$ cat config.mk
export PLATFORM = sky130hd
export DESIGN_NAME = pd_seq_ctrl_flat
export DESIGN_NICKNAME = d
export VERILOG_FILES = /design/src/rtl/pd_seq_ctrl_if.sv /design/src/rtl/pd_seq_ctrl.sv /design/src/flat_wrapper.sv
export SDC_FILE = /design/constraint.sdc
export NUM_CORES = 1
export LEC_CHECK = 0
export ABC_AREA = 1
export ABC_CLOCK_PERIOD_IN_PS = 10400
export BUFFER_PORTS_ARGS = -buffer_cell sky130_fd_sc_hd__buf_2
export CAP_MARGIN = 5
export CORE_MARGIN = 3
export CORE_UTILIZATION = 30
export CTS_CLUSTER_SIZE = 8
export DETAILED_ROUTE_END_ITERATION = 8
export SYNTH_ARGS = -nofsm -noshare
export SYNTH_HDL_FRONTEND = slang
export SYNTH_SLANG_ARGS = --single-unit
$ cat constraint.sdc
create_clock -name clk -period 10.4 [get_ports clk]
set_input_delay 3.12 -clock clk [delete_from_list [all_inputs] [get_ports clk]]
set_output_delay 3.12 -clock clk [all_outputs]
set_load 0.02 [all_outputs]
$ cat src/rtl/pd_seq_ctrl_if.sv
// Request/acknowledge and per-domain control bundle between the PMU sequencer
// and its power domains.
interface pd_seq_ctrl_if #(
  parameter int NUM_PD = 10
);
  logic [NUM_PD-1:0]   pd_req;
  logic [2*NUM_PD-1:0] pd_mode;
  logic [NUM_PD-1:0]   pd_ack;
  logic [2*NUM_PD-1:0] pd_state;
  logic [NUM_PD-1:0]   vreg_en;
  logic [NUM_PD-1:0]   vreg_pg;
  logic [NUM_PD-1:0]   pd_enable;
  logic [NUM_PD-1:0]   pd_iso_n;
  logic [NUM_PD-1:0]   pd_ret_n;
  logic [NUM_PD-1:0]   pd_clk_en;
  logic                busy;
  logic                err_valid;
  logic [4:0]          err_pd;
  logic [1:0]          err_code;

  modport master (
    output pd_req, pd_mode, vreg_pg,
    input  pd_ack, pd_state, vreg_en, pd_enable, pd_iso_n, pd_ret_n,
           pd_clk_en, busy, err_valid, err_pd, err_code
  );

  modport slave (
    input  pd_req, pd_mode, vreg_pg,
    output pd_ack, pd_state, vreg_en, pd_enable, pd_iso_n, pd_ret_n,
           pd_clk_en, busy, err_valid, err_pd, err_code
  );
endinterface

$ cat src/rtl/pd_seq_ctrl.sv
// Shared power-domain sequencer: one round-robin-granted domain at a time is
// walked between OFF, ON and RETENTION with timed, safely ordered steps.
module pd_seq_ctrl #(
  parameter int NUM_PD   = 10,
  parameter int TIMER_W  = 16,
  parameter int T_ISO    = 5,
  parameter int T_CLK    = 10,
  parameter int T_RET    = 20,
  parameter int T_PG_TMO = 100
) (
  input  logic         clk,
  input  logic         rstn,
  pd_seq_ctrl_if.slave pd
);

  localparam int IDX_W = (NUM_PD > 1) ? $clog2(NUM_PD) : 1;

  localparam logic [1:0] ST_OFF = 2'b00;
  localparam logic [1:0] ST_ON  = 2'b01;
  localparam logic [1:0] ST_RET = 2'b10;
  localparam logic [1:0] ST_ILL = 2'b11;

  localparam logic [1:0] ERR_TMO = 2'b01;
  localparam logic [1:0] ERR_ILL = 2'b10;

  // Timed steps finish when the timer shows T-1 (timer is 0 in the first cycle).
  localparam logic [TIMER_W-1:0] ISO_LAST = TIMER_W'(T_ISO - 1);
  localparam logic [TIMER_W-1:0] CLK_LAST = TIMER_W'(T_CLK - 1);
  localparam logic [TIMER_W-1:0] RET_LAST = TIMER_W'(T_RET - 1);
  localparam logic [TIMER_W-1:0] TMO_LAST = TIMER_W'(T_PG_TMO - 1);

  typedef enum logic [2:0] {
    IDLE,
    PG_WAIT,
    ISO_WAIT,
    RET_WAIT,
    CLK_WAIT,
    DONE
  } state_t;

  state_t              state_q;
  logic [IDX_W-1:0]    idx_q;
  logic [IDX_W-1:0]    ptr_q;
  logic [1:0]          cur_q;
  logic [1:0]          tgt_q;
  logic [TIMER_W-1:0]  tmr_q;

  logic [NUM_PD-1:0]   vreg_q;
  logic [NUM_PD-1:0]   en_q;
  logic [NUM_PD-1:0]   iso_n_q;
  logic [NUM_PD-1:0]   ret_n_q;
  logic [NUM_PD-1:0]   clk_en_q;
  logic [NUM_PD-1:0]   ack_q;
  logic [2*NUM_PD-1:0] st_q;
  logic                busy_q;
  logic                errv_q;
  logic [4:0]          errpd_q;
  logic [1:0]          errcode_q;

  logic                gnt_vld_d;
  logic [IDX_W-1:0]    gnt_idx_d;
  logic [1:0]          gnt_mode_d;
  logic [1:0]          gnt_cur_d;

  function automatic logic is_illegal(input logic [1:0] cur, input logic [1:0] tgt);
    return (tgt == ST_ILL) || ((cur == ST_OFF) && (tgt == ST_RET));
  endfunction

  // Round-robin search from the pointer; the lowest offset with a request wins.
  always_comb begin
    int j;
    gnt_vld_d = 1'b0;
    gnt_idx_d = '0;
    j         = 0;
    for (int k = NUM_PD - 1; k >= 0; k--) begin
      j = int'(ptr_q) + k;
      if (j >= NUM_PD) j = j - NUM_PD;
      if (pd.pd_req[j]) begin
        gnt_vld_d = 1'b1;
        gnt_idx_d = IDX_W'(j);
      end
    end
  end

  assign gnt_mode_d = pd.pd_mode[{gnt_idx_d, 1'b0} +: 2];
  assign gnt_cur_d  = st_q[{gnt_idx_d, 1'b0} +: 2];

  always_ff @(posedge clk or negedge rstn) begin
    if (!rstn) begin
      state_q   <= IDLE;
      idx_q     <= '0;
      ptr_q     <= '0;
      cur_q     <= ST_OFF;
      tgt_q     <= ST_OFF;
      tmr_q     <= '0;
      vreg_q    <= '0;
      en_q      <= '0;
      iso_n_q   <= '0;
      ret_n_q   <= '1;
      clk_en_q  <= '0;
      ack_q     <= '0;
      st_q      <= '0;
      busy_q    <= 1'b0;
      errv_q    <= 1'b0;
      errpd_q   <= '0;
      errcode_q <= '0;
    end else begin
      ack_q  <= '0;
      errv_q <= 1'b0;
      tmr_q  <= tmr_q + TIMER_W'(1);

      case (state_q)
        IDLE: begin
          if (gnt_vld_d) begin
            idx_q  <= gnt_idx_d;
            cur_q  <= gnt_cur_d;
            tgt_q  <= gnt_mode_d;
            tmr_q  <= '0;
            busy_q <= 1'b1;
            if (is_illegal(gnt_cur_d, gnt_mode_d)) begin
              ack_q[gnt_idx_d] <= 1'b1;
              errv_q           <= 1'b1;
              errpd_q          <= 5'(gnt_idx_d);
              errcode_q        <= ERR_ILL;
              state_q          <= DONE;
            end else if (gnt_cur_d == gnt_mode_d) begin
              ack_q[gnt_idx_d] <= 1'b1;
              state_q          <= DONE;
            end else begin
              case ({gnt_cur_d, gnt_mode_d})
                {ST_OFF, ST_ON}: begin
                  vreg_q[gnt_idx_d] <= 1'b1;
                  en_q[gnt_idx_d]   <= 1'b1;
                  state_q           <= PG_WAIT;
                end
                {ST_RET, ST_ON}: begin
                  en_q[gnt_idx_d] <= 1'b1;
                  state_q         <= PG_WAIT;
                end
                {ST_RET, ST_OFF}: begin
                  // Isolation is already asserted in retention and stays so.
                  ret_n_q[gnt_idx_d]             <= 1'b1;
                  vreg_q[gnt_idx_d]              <= 1'b0;
                  st_q[{gnt_idx_d, 1'b0} +: 2]   <= ST_OFF;
                  ack_q[gnt_idx_d]               <= 1'b1;
                  state_q                        <= DONE;
                end
                default: begin
                  // ON -> OFF and ON -> RET both start by stopping the clock.
                  clk_en_q[gnt_idx_d] <= 1'b0;
                  state_q             <= CLK_WAIT;
                end
              endcase
            end
          end
        end

        PG_WAIT: begin
          if (pd.vreg_pg[idx_q]) begin
            tmr_q <= '0;
            if (cur_q == ST_OFF) begin
              state_q <= ISO_WAIT;
            end else begin
              ret_n_q[idx_q] <= 1'b1;
              state_q        <= RET_WAIT;
            end
          end else if (tmr_q == TMO_LAST) begin
            tmr_q                      <= '0;
            en_q[idx_q]                <= 1'b0;
            vreg_q[idx_q]              <= 1'b0;
            iso_n_q[idx_q]             <= 1'b0;
            ret_n_q[idx_q]             <= 1'b1;
            st_q[{idx_q, 1'b0} +: 2]   <= ST_OFF;
            ack_q[idx_q]               <= 1'b1;
            errv_q                     <= 1'b1;
            errpd_q                    <= 5'(idx_q);
            errcode_q                  <= ERR_TMO;
            state_q                    <= DONE;
          end
        end

        ISO_WAIT: begin
          if (tmr_q == ISO_LAST) begin
            tmr_q <= '0;
            case (tgt_q)
              ST_ON: begin
                iso_n_q[idx_q] <= 1'b1;
                state_q        <= CLK_WAIT;
              end
              ST_RET: begin
                ret_n_q[idx_q] <= 1'b0;
                state_q        <= RET_WAIT;
              end
              default: begin
                en_q[idx_q]              <= 1'b0;
                vreg_q[idx_q]            <= 1'b0;
                st_q[{idx_q, 1'b0} +: 2] <= ST_OFF;
                ack_q[idx_q]             <= 1'b1;
                state_q                  <= DONE;
              end
            endcase
          end
        end

        RET_WAIT: begin
          if (tmr_q == RET_LAST) begin
            tmr_q <= '0;
            if (tgt_q == ST_ON) begin
              iso_n_q[idx_q] <= 1'b1;
              state_q        <= CLK_WAIT;
            end else begin
              // Retention keeps the rail up; only the main switch opens.
              en_q[idx_q]              <= 1'b0;
              st_q[{idx_q, 1'b0} +: 2] <= ST_RET;
              ack_q[idx_q]             <= 1'b1;
              state_q                  <= DONE;
            end
          end
        end

        CLK_WAIT: begin
          if (tmr_q == CLK_LAST) begin
            tmr_q <= '0;
            if (tgt_q == ST_ON) begin
              clk_en_q[idx_q]          <= 1'b1;
              st_q[{idx_q, 1'b0} +: 2] <= ST_ON;
              ack_q[idx_q]             <= 1'b1;
              state_q                  <= DONE;
            end else begin
              iso_n_q[idx_q] <= 1'b0;
              state_q        <= ISO_WAIT;
            end
          end
        end

        DONE: begin
          tmr_q   <= '0;
          busy_q  <= 1'b0;
          ptr_q   <= (int'(idx_q) == NUM_PD - 1) ? '0 : idx_q + IDX_W'(1);
          state_q <= IDLE;
        end

        default: begin
          state_q <= IDLE;
        end
      endcase
    end
  end

  assign pd.pd_ack    = ack_q;
  assign pd.pd_state  = st_q;
  assign pd.vreg_en   = vreg_q;
  assign pd.pd_enable = en_q;
  assign pd.pd_iso_n  = iso_n_q;
  assign pd.pd_ret_n  = ret_n_q;
  assign pd.pd_clk_en = clk_en_q;
  assign pd.busy      = busy_q;
  assign pd.err_valid = errv_q;
  assign pd.err_pd    = errpd_q;
  assign pd.err_code  = errcode_q;

endmodule

$ cat src/flat_wrapper.sv
// flat-port wrapper written by rule: the top's interface ports become plain ports
module pd_seq_ctrl_flat 
#(
  parameter int NUM_PD   = 10,
  parameter int TIMER_W  = 16,
  parameter int T_ISO    = 5,
  parameter int T_CLK    = 10,
  parameter int T_RET    = 20,
  parameter int T_PG_TMO = 100
)
  (clk, rstn, pd_pd_req, pd_pd_mode, pd_vreg_pg, pd_pd_ack, pd_pd_state, pd_vreg_en, pd_pd_enable, pd_pd_iso_n, pd_pd_ret_n, pd_pd_clk_en, pd_busy, pd_err_valid, pd_err_pd, pd_err_code);
  pd_seq_ctrl_if #(.NUM_PD(NUM_PD)) pd_i ();
  input  logic clk;
  input  logic rstn;
  input wire logic [$bits(pd_i.pd_req)-1:0] pd_pd_req;
  input wire logic [$bits(pd_i.pd_mode)-1:0] pd_pd_mode;
  input wire logic [$bits(pd_i.vreg_pg)-1:0] pd_vreg_pg;
  output wire logic [$bits(pd_i.pd_ack)-1:0] pd_pd_ack;
  output wire logic [$bits(pd_i.pd_state)-1:0] pd_pd_state;
  output wire logic [$bits(pd_i.vreg_en)-1:0] pd_vreg_en;
  output wire logic [$bits(pd_i.pd_enable)-1:0] pd_pd_enable;
  output wire logic [$bits(pd_i.pd_iso_n)-1:0] pd_pd_iso_n;
  output wire logic [$bits(pd_i.pd_ret_n)-1:0] pd_pd_ret_n;
  output wire logic [$bits(pd_i.pd_clk_en)-1:0] pd_pd_clk_en;
  output wire logic [$bits(pd_i.busy)-1:0] pd_busy;
  output wire logic [$bits(pd_i.err_valid)-1:0] pd_err_valid;
  output wire logic [$bits(pd_i.err_pd)-1:0] pd_err_pd;
  output wire logic [$bits(pd_i.err_code)-1:0] pd_err_code;
  assign pd_i.pd_req = pd_pd_req;
  assign pd_i.pd_mode = pd_pd_mode;
  assign pd_i.vreg_pg = pd_vreg_pg;
  assign pd_pd_ack = pd_i.pd_ack;
  assign pd_pd_state = pd_i.pd_state;
  assign pd_vreg_en = pd_i.vreg_en;
  assign pd_pd_enable = pd_i.pd_enable;
  assign pd_pd_iso_n = pd_i.pd_iso_n;
  assign pd_pd_ret_n = pd_i.pd_ret_n;
  assign pd_pd_clk_en = pd_i.pd_clk_en;
  assign pd_busy = pd_i.busy;
  assign pd_err_valid = pd_i.err_valid;
  assign pd_err_pd = pd_i.err_pd;
  assign pd_err_code = pd_i.err_code;
  pd_seq_ctrl #(.NUM_PD(NUM_PD), .TIMER_W(TIMER_W), .T_ISO(T_ISO), .T_CLK(T_CLK), .T_RET(T_RET), .T_PG_TMO(T_PG_TMO)) u_core (.clk(clk), .rstn(rstn), .pd(pd_i));
endmodule
==> flow_summary.json, run 1 <==
{
  "grt_pass1_wl_mm": 56.7,
  "initial_core_util_pct": 30.5,
  "crit_type": "in -> reg",
  "cts_tree": "done",
  "worst_pin_slew_ns": 1.04,
  "clock_sinks": 119,
  "min_path_type": "reg -> reg",
  "io_pins": 131,
  "dpl_cell_area_um2": 11200,
  "period_share_pct": 69.1,
  "finish.instance_area_um2": 11800,
  "drt_iter0_drc": 981,
  "grt_max_degree": 72,
  "period_needed_ns": 7.18,
  "ys_async_sr_fraction_pct": 100,
  "diodes": 0,
  "dr_total_vias": 11035,
  "dpl.hpwl_mm": 27.4,
  "clk_pin_slew_ns": 0.06,
  "cp.required_ns": 10.71,
  "drive_gt1_share_pct": 16.3,
  "yosys_warnings": 0,
  "insertion_delay_ns": 0.43,
  "grt_use_total_pct": 19.6,
  "grt_antenna_before_repair": 0,
  "outcome": "complete, no violations",
  "start_kind": "primary input",
  "vias_per_cell": 5.19,
  "die_area_um2": 36400,
  "max_cap_violations": 0,
  "setup_tns_ns": 0,
  "ant_nets": 0,
  "cts_buffers": 17,
  "avgRoutedWirePerCell_um": 17.1,
  "fin_skew_ns": 0.0150,
  "rsz0062_at_grt": "false",
  "die_h_um": 191,
  "max_slew_margin_pct": 30.5,
  "fill_cells": 3626,
  "routabilityCongestion": 0.965,
  "cts_hold_buf": 0,
  "cp_max_fo": 21,
  "port_buffers": 129,
  "totalWireLength_mm": 36.4,
  "nets": 1746,
  "cts_root_buffer": "clkbuf_16",
  "core-area_um2": 33600,
  "ys_seq_area_share_pct": 29.2,
  "die_w_um": 191,
  "synthDistinctLibCells": 54,
  "synth_edf_count": 0,
  "synth_area_per_cell_um2": 6.57,
  "fp-row-count": 67,
  "overflow": 0,
  "worst-endpoint-arrival_ns": 7.50,
  "area_growth_pct": 15.1,
  "fmax_ghz": 0.139,
  "syn_inst": 1561,
  "netlist_area_um2": 10300,
  "setup_viol": 0,
  "clockBufferDepth": 2,
  "grt_pass1_vias": 10415,
  "drc": 0,
  "ys_seq_elements": 119,
  "maxSlewViolCount": 0,
  "cts_resized": 0,
  "end_kind": "flop",
  "holdWs_ns": 0.481,
  "firstDrtPassIters": 5,
  "ys.flop_type": "dfrtp_1",
  "hold_viol": 0,
  "synth_fp_nets": 1640,
  "h-tree-depth": 4,
  "post_cts_buffers": 0
}
## stage by stage
| step | worst slack, ns | util, % | std cells |
|---|---|---|---|
| after floorplan | 4.50 | - | 1561 |
| after detailed placement | 2.89 | 33.3 | 2095 |
| after global placement | 2.97 | 33.3 | 2095 |
| final | 3.22 | 35.1 | 2128 |
| after global routing | 2.94 | 35.1 | 2128 |
| after CTS | 3.34 | 35.1 | 2127 |
## placed cells by master (no fill, tap or decap), types with 10 or more instances in the layout
cell type  Yosys  layout
nor3_1        32      32
ha_1          36      36
a21oi_1       39      39
clkbuf_16      0      17
nand3_1      170     170
buf_4          6      11
o211ai_1      14      14
nand2_1      446     446
inv_1        174     174
o22ai_1       16      16
o31ai_1       12      12
o21ai_1       18      18
dfstp_2       10      10
nand3_2       12      12
o21ai_0      124     124
nand4_1       50      50
xor2_1        12      12
buf_2          7     129
dfrtp_1      109     109
nand2_2       31      31
nor2_1       110     110
## metal layers
metal  track usage, %  routed length, um  vias up
li1                 -                  -     5360
met1             25.4              15600     5158
met2             32.5              17100      437
met3             3.25               2450       80
met4             8.04               1230        0
met5                0                  0        -
## final cells by class
cell class | instances | area, um2 | share of cell area [%]
multi-input cells | 1203 | 6200 | 52.5
flip-flops and latches | 119 | 2990 | 25.3
repair buffers | 140 | 728 | 6.17
inverters | 186 | 706 | 5.98
well taps | 448 | 561 | 4.75
clock buffers | 19 | 453 | 3.84
clock inverters | 13 | 168 | 1.42
## kinds of logic after synthesis
family                   Yosys count  synth area share, %
AO/OA/AOI/OAI                    240                 13.2
adder cells (fa/ha/maj)           37                 4.59
XOR/XNOR                          18                 1.76
other                              1               0.0366
flip-flops                       119                 29.2
multiplexers                       3                0.293
AND/OR/NAND/NOR                  904                 40.5
buffers and inverters            239                 10.4
## synth_stat cells, types with 4 or more instances
library cell	n	area share, %
buf_4	6	0.44
o21ai_2	6	0.51
nor3_1	32	1.6
nand2_2	31	1.9
inv_1	174	6.4
nand4_1	50	3.1
nand3_1	170	8.3
or2_0	6	0.37
o21ai_0	124	6.1
nor2_1	110	4.0
dfstp_2	10	2.6
buf_6	9	0.99
nor2_4	4	0.44
nor4_1	9	0.55
nor2_2	6	0.37
clkbuf_8	5	0.67
nand2_1	446	16
o21ai_1	18	0.88
dfrtp_1	109	27
nand3_2	12	1.2
inv_2	8	0.29
o31ai_1	12	0.88
or2_1	6	0.37
xor2_1	12	1.0
nand2_4	8	0.88
clkbuf_1	22	0.81
ha_1	36	4.4
o211ai_1	14	1.0
a21oi_1	39	1.9
buf_2	7	0.34
o22ai_1	16	0.98
## final timing paths
kind | from | to | slack [ns] | cells after the start
hold reg to reg | u_core.pd.err_pd[2]$_DFFE_PN0P_ | u_core.pd.err_pd[2]$_DFFE_PN0P_ | 0.48 | 2
min in group asynchronous | rstn | asynchronous set/reset pin | 2.84 | 1
hold / removal | u_core.pd.err_pd[2]$_DFFE_PN0P_ | u_core.pd.err_pd[2]$_DFFE_PN0P_ | 0.48 | 2
max in group asynchronous | rstn | u_core.tmr_q[11]$_DFF_PN0_ | 6.34 | 2
setup / recovery | pd_pd_req[6] | u_core.pd.pd_state[13]$_DFFE_PN0P_ | 3.22 | 27
setup reg to reg | u_core.ptr_q[0]$_DFFE_PN0P_ | u_core.pd.pd_state[13]$_DFFE_PN0P_ | 3.54 | 29
## worst max-delay path: stages
cell and delay [ns]:
buf_2 0.10, o21ai_0 0.65, nand3_1 0.17, nand3_1 0.12
nand2_1 0.08, nand2_2 0.09, nand2_1 0.06, nand3_1 0.07
nand2_1 0.06, nand2_1 0.05, nand2_1 0.05, nand2_1 0.05
nand2_1 0.04, nand2_1 0.07, nand2_1 0.06, nand2_1 0.05
nand2_1 0.06, a21oi_2 0.53, nor2_2 0.21, nand3_1 0.17
nand3_2 0.18, nor2_4 0.15, nand2_4 0.16, a21boi_4 0.58
nand3_4 0.34, nand2_1 0.14, nand2_1 0.06
Power of run 1 is left out: the tool's default activity adds up to more than one toggle a clock period on the data nets, which glitch-free logic cannot reach.
==> run 2: changes to the inputs <==
- ABC_AREA: 1 -> 0
- ABC_CLOCK_PERIOD_IN_PS: 10400 -> 6100
- clock period: 10.4 -> 6.1 ns (I/O delays scaled with it)
==> run 2 against run 1 <==
Net effect: utilization up 3.0 points; die area down 1.9%; first-iteration DRC count up 7.6%; cell count down 15%; via count down 6.6%; synthesized cell count down 26%; clock-buffer cell count unchanged; critical path depth down 9; non-clock buffer count up 108; global-route usage up 0.97 points; wire length up 3.9%.
==> flow_summary.json, run 2 <==
{
  "fp-row-count": 66,
  "period_needed_ns": 5.80,
  "grt_pass1_vias": 9934,
  "hold_viol": 0,
  "period_share_pct": 95.1,
  "path_delay_family": "compound AO/OA/AOI/OAI gates",
  "cts_root_buffer": "clkbuf_16",
  "clockBufferDepth": 2,
  "critPathMaxStageDelay_ns": 0.43,
  "dpl_cell_area_um2": 11900,
  "drive_gt1_share_pct": 27.3,
  "die_h_um": 189,
  "seq_area_um2": 2990,
  "fin_skew_ns": 0.0106,
  "nets": 1428,
  "yosys_warnings": 0,
  "totalWireLength_mm": 37.8,
  "ys_seq_elements": 119,
  "firstDrtPassIters": 5,
  "synth_top_cell_by_area": "dfrtp_1",
  "ys_async_sr_fraction_pct": 100,
  "cts_tree": "done",
  "worst_pin_slew_ns": 1.11,
  "setup_viol": 0,
  "synth_area_leaders": "dfrtp_1 27%, mux2i_1 4.8%, nand2_1 4.7%",
  "cp_num_buf_inv": 4,
  "fmax_ghz": 0.172,
  "outcome": "complete, no violations",
  "area_growth_pct": 24.3,
  "grt_pass1_wl_mm": 57.8,
  "overflow": 0,
  "syn_inst": 1155,
  "insertion_delay_ns": 0.43,
  "die_w_um": 189,
  "slowest_stage": "a2111oi_4",
  "vias_per_cell": 5.72,
  "synth_top_area_share_pct": 27.1,
  "layout_commonest_cell": "buf_2",
  "grt_max_degree": 56,
  "port_buffers": 129,
  "synthDistinctLibCells": 103,
  "ant_nets": 0,
  "cp_max_fo": 12,
  "ys_seq_area_share_pct": 29.7,
  "crit_type": "in -> reg",
  "worst-endpoint-arrival_ns": 6.15,
  "grt_use_total_pct": 20.6,
  "synth_area_per_cell_um2": 8.71,
  "initial_core_util_pct": 30.7,
  "synth_edf_count": 0,
  "h-tree-depth": 4,
  "multiInputGateArea_um2": 6570,
  "grt_antenna_before_repair": 0,
  "end_kind": "flop",
  "rsz0062_at_grt": "false",
  "io_pins": 131,
  "maxSlewViolCount": 0,
  "dr_total_vias": 10312,
  "cp.required_ns": 6.45,
  "layout_common_cells": "128 x buf_2, 125 x nand2_1, 113 x buf_4",
  "finish.instance_area_um2": 12500,
  "dpl.hpwl_mm": 29.0,
  "max_cap_violations": 0,
  "synth_common_cells": "125 x nand2_1, 109 x dfrtp_1, 78 x o21ai_0",
  "fill_cells": 3323,
  "avgRoutedWirePerCell_um": 21.0,
  "post-synth-top-count-cell": "nand2_1",
  "routabilityCongestion": 0.950,
  "min_path_type": "reg -> reg",
  "drc": 0,
  "max_slew_margin_pct": 25.7,
  "core-area_um2": 32800,
  "path_cells": "buf_2 -> mux2i_1 -> and4_1 -> a311o_1 -> a2111oi_4 -> nor4b_1 -> or3_1 -> o211ai_4 -> buf_4 -> mux2_2 -> a21oi_1 -> o221a_2 -> o21ai_2 -> buf_4 -> o31ai_4 -> buf_12 -> a21oi_1 -> a31oi_1",
  "clock_sinks": 119,
  "diodes": 0,
  "start_kind": "primary input",
  "ys.flop_type": "dfrtp_1",
  "drt_iter0_drc": 1056,
  "netlist_area_um2": 10100,
  "cts_buffers": 17,
  "die_area_um2": 35800,
  "cts_hold_buf": 0,
  "clk_pin_slew_ns": 0.05,
  "synth_fp_nets": 1234
}
-- run 2: cell types whose count changed after synthesis, sizes merged, moves of 17 or more --
cell	change
nand4	-41
nor2	-43
inv	-143
a31oi	+18
xnor2	+20
o2bb2ai	+21
a21oi	+17
nand2	-360
mux2i	+45
nand3	-134
o21ai	-54
-- run 2: logic make-up (layout without fill, tap and decap cells) --
| group | after synthesis | count (layout) | share of synthesized area (%) |
|---|---|---|---|
| AO/OA/AOI/OAI | 380 | 380 | 27.4 |
| XOR/XNOR | 33 | 33 | 3.02 |
| adder cells (fa/ha/maj) | 37 | 37 | 4.68 |
| buffers and inverters | 114 | 319 | 5.27 |
| flip-flops | 119 | 119 | 29.7 |
| multiplexers | 78 | 78 | 9.93 |
| other | 1 | 1 | 0.0373 |
| AND/OR/NAND/NOR | 393 | 393 | 19.9 |
-- run 2: layout make-up --
class                   instances  share of cell area (%)
repair buffers                248                    13.0
inverters                      41                    1.23
multi-input cells             922                    52.5
flip-flops and latches        119                    23.9
clock inverters                11                    1.38
clock buffers                  19                    3.54
well taps                     442                    4.42
-- run 2: per-stage QoR --
stage / cells / TNS (ns) / hold WS [ns] / utilization [%] / worst slack (ns)
6_report: 1802 / 0 / 0.486 / 38.1 / 0.297
5_1_grt: 1802 / 0 / 0.517 / 38.1 / 0.0332
4_1_cts: 1801 / 0 / 0.485 / 38.1 / 0.282
3_5_place_dp: 1771 / -1.94 / 0.473 / 36.2 / -0.130
3_3_place_gp: 1771 / -0.326 / 0.459 / 36.2 / -0.0403
2_1_floorplan: 1155 / 0 / 0.451 / - / 0.241
-- run 2: path summary, 6_finish.rpt --
path | to | slack [ns] | depth (start not counted) | from
worst max-delay path | u_core.pd.pd_ret_n[7]$_DFFE_PN1P_ | 0.30 | 18 | pd_pd_req[6]
worst min-delay path | u_core.cur_q[1]$_DFFE_PN0P_ | 0.49 | 2 | u_core.cur_q[1]$_DFFE_PN0P_
min in group asynchronous | u_core.pd.pd_enable[8]$_DFFE_PN0P_ | 1.39 | 1 | rstn
worst max register to register | u_core.pd.pd_ret_n[7]$_DFFE_PN1P_ | 0.35 | 25 | u_core.ptr_q[0]$_DFFE_PN0P_
max in group asynchronous | u_core.tmr_q[8]$_DFF_PN0_ | 3.60 | 2 | rstn
worst min register to register | u_core.cur_q[1]$_DFFE_PN0P_ | 0.49 | 2 | u_core.cur_q[1]$_DFFE_PN0P_
-- run 2: repair_timing --
item                       CTS  global route
gates resized for setup      0             4
buffers inserted             0             1
setup endpoints to repair    0            11
-- run 2: layer usage --
metal	up-vias	track usage [%]	share of wire, %
li1	4744	-	-
met1	5031	26.9	42
met2	446	32.4	45
met3	91	5.22	8.2
met4	0	8.85	4.1
met5	-	0	0
-- run 2: worst reg2reg max path, cell delays in order, from the launching register on --
cell	delay, ns
dfrtp_2	0.42
inv_2	0.23
ha_1	0.20
buf_4	0.17
xnor2_1	0.13
buf_4	0.16
inv_1	0.05
ha_1	0.29
nand2_1	0.08
a21oi_1	0.07
a221o_1	0.28
and2_1	0.24
a2111oi_4	0.31
nor4b_1	0.12
or3_1	0.37
o211ai_4	0.41
buf_4	0.31
mux2_2	0.36
a21oi_1	0.21
o221a_2	0.28
o21ai_2	0.12
buf_4	0.18
o31ai_4	0.29
buf_12	0.17
a21oi_1	0.06
a31oi_1	0.16
Power of run 2 is left out for the same reason.
